## src/rtl/fp_special_case_stage.sv

```systemverilog
// FPU add/sub/mul front end: classifies operands, resolves IEEE-754
// special-case results, and forwards operands to the arithmetic cores.
module fp_special_case_stage #(
  parameter int EXPONENT_WIDTH = 8,
  parameter int MANTISSA_WIDTH = 23
) (
  input  logic clk,
  input  logic rst,
  input  logic in_valid,
  output logic in_ready,
  input  logic [1:0] in_op,
  input  logic [EXPONENT_WIDTH+MANTISSA_WIDTH:0] in_a,
  input  logic [EXPONENT_WIDTH+MANTISSA_WIDTH:0] in_b,
  output logic out_valid,
  input  logic out_ready,
  output logic out_bypass,
  output logic [EXPONENT_WIDTH+MANTISSA_WIDTH:0] out_result,
  output logic out_nv,
  output logic [1:0] out_op,
  output logic [EXPONENT_WIDTH+MANTISSA_WIDTH:0] out_a,
  output logic [EXPONENT_WIDTH+MANTISSA_WIDTH:0] out_b
);

  localparam int E = EXPONENT_WIDTH;
  localparam int M = MANTISSA_WIDTH;
  localparam int W = E + M + 1;
  localparam logic [W-1:0] CANON =
    {1'b0, {E{1'b1}}, 1'b1, {(M-1){1'b0}}};

  typedef enum logic [2:0] {
    CLS_NORM, CLS_ZERO, CLS_SUB, CLS_INF, CLS_QNAN, CLS_SNAN
  } fp_cls_e;

  typedef struct packed {
    logic [1:0] op;
    logic [W-1:0] a;
    logic [W-1:0] b;
    fp_cls_e ca;
    fp_cls_e cb;
  } s1_t;

  function automatic fp_cls_e classify(input logic [W-1:0] x);
    logic [E-1:0] e;
    logic [M-1:0] m;
    fp_cls_e c;
    e = x[W-2:M];
    m = x[M-1:0];
    c = CLS_NORM;
    unique case (1'b1)
      (e == '0) && (m == '0): c = CLS_ZERO;
      (e == '0) && (m != '0): c = CLS_SUB;
      (&e) && (m == '0): c = CLS_INF;
      (&e) && m[M-1]: c = CLS_QNAN;
      (&e) && (m != '0) && !m[M-1]: c = CLS_SNAN;
      default: c = CLS_NORM;
    endcase
    return c;
  endfunction

  logic s1_valid, s2_valid;
  logic s1_load, s2_load;
  s1_t s1_d, s1_q;

  assign s2_load  = !s2_valid || out_ready;
  assign s1_load  = !s1_valid || s2_load;
  assign in_ready = s1_load;
  assign out_valid = s2_valid;

  always_comb begin
    s1_d.op = (in_op == 2'b11) ? 2'b00 : in_op;
    s1_d.a  = in_a;
    s1_d.b  = in_b;
    s1_d.ca = classify(in_a);
    s1_d.cb = classify(in_b);
  end

  always_ff @(posedge clk or posedge rst) begin
    if (rst) begin
      s1_valid <= 1'b0;
      s1_q     <= '0;
    end else if (s1_load) begin
      s1_valid <= in_valid;
      if (in_valid) s1_q <= s1_d;
    end
  end

  logic a_nan, b_nan, a_snan, b_snan;
  logic a_inf, b_inf, a_zero, b_zero;
  logic is_mul, is_sub, a_sign, sb, s_mul;
  logic [W-1:0] b_eff;
  logic byp, nv;
  logic [W-1:0] res;

  always_comb begin
    a_snan = s1_q.ca == CLS_SNAN;
    b_snan = s1_q.cb == CLS_SNAN;
    a_nan  = a_snan || (s1_q.ca == CLS_QNAN);
    b_nan  = b_snan || (s1_q.cb == CLS_QNAN);
    a_inf  = s1_q.ca == CLS_INF;
    b_inf  = s1_q.cb == CLS_INF;
    a_zero = s1_q.ca == CLS_ZERO;
    b_zero = s1_q.cb == CLS_ZERO;
    is_mul = s1_q.op == 2'b10;
    is_sub = s1_q.op == 2'b01;
    a_sign = s1_q.a[W-1];
    sb     = s1_q.b[W-1] ^ is_sub;
    s_mul  = s1_q.a[W-1] ^ s1_q.b[W-1];
    b_eff  = {sb, s1_q.b[W-2:0]};
  end

  always_comb begin
    byp = 1'b1;
    res = '0;
    nv  = 1'b0;
    if (a_nan || b_nan) begin
      res = CANON;
      nv  = a_snan || b_snan;
    end else if (!is_mul) begin
      if (a_inf && b_inf && (a_sign != sb)) begin
        res = CANON;
        nv  = 1'b1;
      end else if (a_inf) res = s1_q.a;
      else if (b_inf) res = b_eff;
      // both-zero sign follows round-to-nearest
      else if (a_zero && b_zero)
        res = {a_sign & sb, {(W-1){1'b0}}};
      else if (a_zero) res = b_eff;
      else if (b_zero) res = s1_q.a;
      else byp = 1'b0;
    end else begin
      if ((a_inf && b_zero) || (a_zero && b_inf)) begin
        res = CANON;
        nv  = 1'b1;
      end else if (a_inf || b_inf)
        res = {s_mul, {E{1'b1}}, {M{1'b0}}};
      else if (a_zero || b_zero)
        res = {s_mul, {(W-1){1'b0}}};
      else byp = 1'b0;
    end
  end

  always_ff @(posedge clk or posedge rst) begin
    if (rst) begin
      s2_valid   <= 1'b0;
      out_bypass <= 1'b0;
      out_result <= '0;
      out_nv     <= 1'b0;
      out_op     <= 2'b00;
      out_a      <= '0;
      out_b      <= '0;
    end else if (s2_load) begin
      s2_valid <= s1_valid;
      if (s1_valid) begin
        out_bypass <= byp;
        out_result <= res;
        out_nv     <= nv;
        out_op     <= s1_q.op;
        out_a      <= s1_q.a;
        out_b      <= s1_q.b;
      end
    end
  end

endmodule

```

## config.mk

```make
export PLATFORM = sky130hd
export DESIGN_NAME = fp_special_case_stage
export DESIGN_NICKNAME = d
export VERILOG_FILES = /design/src/rtl/fp_special_case_stage.sv
export SDC_FILE = /design/constraint.sdc
export NUM_CORES = 1
export LEC_CHECK = 0
export CORE_ASPECT_RATIO = 2
export CORE_MARGIN = 3
export CORE_UTILIZATION = 50
export CTS_CLUSTER_SIZE = 40
export DETAILED_ROUTE_END_ITERATION = 6
export PLACE_DENSITY_LB_ADDON = 0.05
export SLEW_MARGIN = 5
export SYNTH_ARGS = -nofsm -noshare
export SYNTH_HDL_FRONTEND = slang
export SYNTH_SLANG_ARGS = --single-unit
export TNS_END_PERCENT = 5
```

## constraint.sdc

```tcl
create_clock -name clk -period 7.1 [get_ports clk]
set_input_delay 1.42 -clock clk [delete_from_list [all_inputs] [get_ports clk]]
set_output_delay 1.42 -clock clk [all_outputs]
set_load 0.02 [all_outputs]
```

==> impl_metrics.json <==
{
  "synth_cell_type_count": 44,
  "dr.pass1.iters": 7,
  "die_width_um": 91.9,
  "synth_common_cells": "425 x nand2_1, 174 x dfrtp_1, 31 x a22oi_1",
  "drive_gt1_share_pct": 6.82,
  "numCtsBuffers": 17,
  "cts_root_buf": "clkbuf_16",
  "dp_cells": 1144,
  "grt_use_total_pct": 27.3,
  "status": "complete, no violations",
  "report.final.setup_viol": 0,
  "final_cells": 1176,
  "worst_slew_pin_slew_ps": 1040,
  "critPathLaunchType": "input port",
  "skew_ps": 10.7,
  "ctsResizeCount": 0,
  "cts.sinks": 174,
  "synth_fp_nets": 892,
  "fin_crit_ps": 4120,
  "critPathKind": "input port to output port",
  "wl_per_cell_um": 18.4,
  "gp_congestion": 0.924,
  "p_per_area_nw_per_um2": 320,
  "vias_per_cell": 5.40,
  "syn_avg_cell_area_um2": 8.98,
  "tritoncts": "yes",
  "synth_edf_count": 0,
  "drt_wl_total_um": 21700,
  "ys_top_cells_by_area": "dfrtp_1 59%, nand2_1 22%, a22oi_1 3.2%",
  "cp.required_ps": 5680,
  "setup_tns_ps": 0,
  "worstHoldPathType": "flop to flop",
  "coreArea_um2": 14400,
  "drc": 0,
  "finalCritPeriodShare_pct": 58.1,
  "synth_simple_gate_area_share_pct": 27.8,
  "syn_area_um2": 7380,
  "drv_slew": 0,
  "grt_pass1_wl_um": 34200,
  "clk_latency_ps": 420,
  "io_pins": 172,
  "grt_pass1_vias": 6592,
  "postRouteAntennaNets": 0,
  "yosysMostFrequentCell": "nand2_1",
  "grt_overflow": 0,
  "worstSetupEndpointType": "output port",
  "die_h_um": 178,
  "hpwl_um": 15200,
  "rsz0062_at_grt": "no",
  "finalHoldViolCount": 0,
  "synth_top_area_share_pct": 59.0,
  "cap_violations": 0,
  "ys_ff_latch": 174,
  "dieArea_um2": 16300,
  "cts_hold_buffers": 0,
  "synthMuxAreaShare_pct": 0.271,
  "postCtsSetupBuffers": 0,
  "core.rowCount": 62,
  "cp.arrival_ps": 2700,
  "io_buffers": 171,
  "max-vdd-ir-drop_mv": 0.168,
  "async_flop_share_pct": 100,
  "h-tree-depth": 4,
  "synth_adder_area_share_pct": 0.170,
  "antenna_found_initial": 1,
  "fmax_ghz": 0.243,
  "synth_top_family_by_area": "simple AND/OR/NAND/NOR gates",
  "relSlewSlack_pct": 30.4,
  "yosys.area.top_type": "dfrtp_1",
  "start_util_pct": 51.1,
  "synthXorXnorAreaFrac_pct": 0.356,
  "nNetsFinal": 1042,
  "clockBufferDepth": 2,
  "vias": 6355,
  "synth_compound_area_share_pct": 9.08,
  "path_max_fanout": 4,
  "p_leak_nw": 4.64,
  "synth-seq-area-share_pct": 59.0,
  "yosys_warnings": 0,
  "grt_start_max_net_pins": 120,
  "drt_iter0_drc": 417,
  "synth_ff_type": "dfrtp_1",
  "areaGrowthSynthToFinish_pct": 32.7,
  "postSynthCellCount": 821,
  "clkSlewWorstSetupHoldPaths_ps": 70
}
==> routing by layer <==
metal	part of all wire (%)	up-vias	GRT usage [%]
met4	7.2	0	19.9
li1	-	2963	-
met3	4.5	79	4.41
met5	0	-	0
met1	35	3077	28.4
met2	53	236	48.8
==> stage by stage <==
step	cell area (um2)	total power, W	worst slack [ps]	util [%]	hold WS (ps)
detailed placement	9160	0.00216	2990	63.5	461
floorplan	7380	0.00174	963	-	461
global route	9790	0.00328	2940	67.8	495
global placement	9160	0.00214	3000	63.5	460
finish	9790	0.00314	2980	67.8	473
CTS	9790	0.00316	2990	67.8	479
==> flip-flops by register name, summed over array words and instances, names as in the netlist, 2 cells and up <==
register    count
out_result     32
b_eff          31
out_b          32
out_a          32
out_op          2
s1_q           40
==> layout by cell type (no fill, tap or decap), types with 2 or more instances in the layout <==
cell / instances
o21ai_1: 24
and2_2: 2
dfrtp_1: 174
a31oi_1: 2
or4_1: 4
nand2b_1: 7
nor3_1: 5
clkdlybuf4s50_1: 171
nand4_1: 7
a22oi_1: 31
a211oi_1: 2
nand3b_1: 5
or3_4: 2
nor4_1: 10
inv_6: 6
nor2b_1: 4
bufinv_16: 4
clkinvlp_4: 2
nor2_1: 14
mux2i_1: 2
buf_4: 7
xor2_1: 2
a21oi_1: 6
clkbuf_16: 17
o21ai_2: 17
o21ai_0: 11
nand2_1: 423
nand2_2: 2
==> kinds of logic (layout without fill, tap and decap cells) <==
logic type | after synthesis | after routing
AND/OR/NAND/NOR | 493 | 493
flip-flops | 174 | 174
AO/OA/AOI/OAI | 99 | 99
buffers and inverters | 49 | 211
XOR/XNOR | 3 | 3
multiplexers | 2 | 2
adder cells (fa/ha/maj) | 1 | 1
other | 0 | 1
==> area by class of cell <==
class,instances,area (um2)
inverter,2,12.5
sequential,174,4350
clock buffer,18,429
fill,1171,4640
multi-input combinational,598,2790
timing repair buffer,178,1760
clock inverter,13,199
tap,192,240
antenna,1,2.50
==> report_power, final <==
part           switching, W  internal (W)
Sequential         0.000141       0.00117
Clock              0.000402      0.000596
Combinational      0.000468      0.000362
==> critical path, cell delays in order <==
cell and delay [ps]:
clkdlybuf4s50_1 460, nand3b_1 180, clkdlybuf4s50_1 640
==> path summary, 6_finish.rpt <==
check / slack (ps) / startpoint / to / cells after the start
setup reg to reg: 4740 / s1_q[2] / out_result[24] / 6
setup / recovery: 2980 / out_ready / in_ready / 3
hold / removal: 470 / out_b[5] / out_b[5] / 2
max in group asynchronous: 4210 / rst / s1_q[70] / 3
min in group asynchronous: 1620 / rst / s1_q[50] / 2
hold reg to reg: 470 / out_b[5] / out_b[5] / 2
Power figures use the tool's default switching activity.
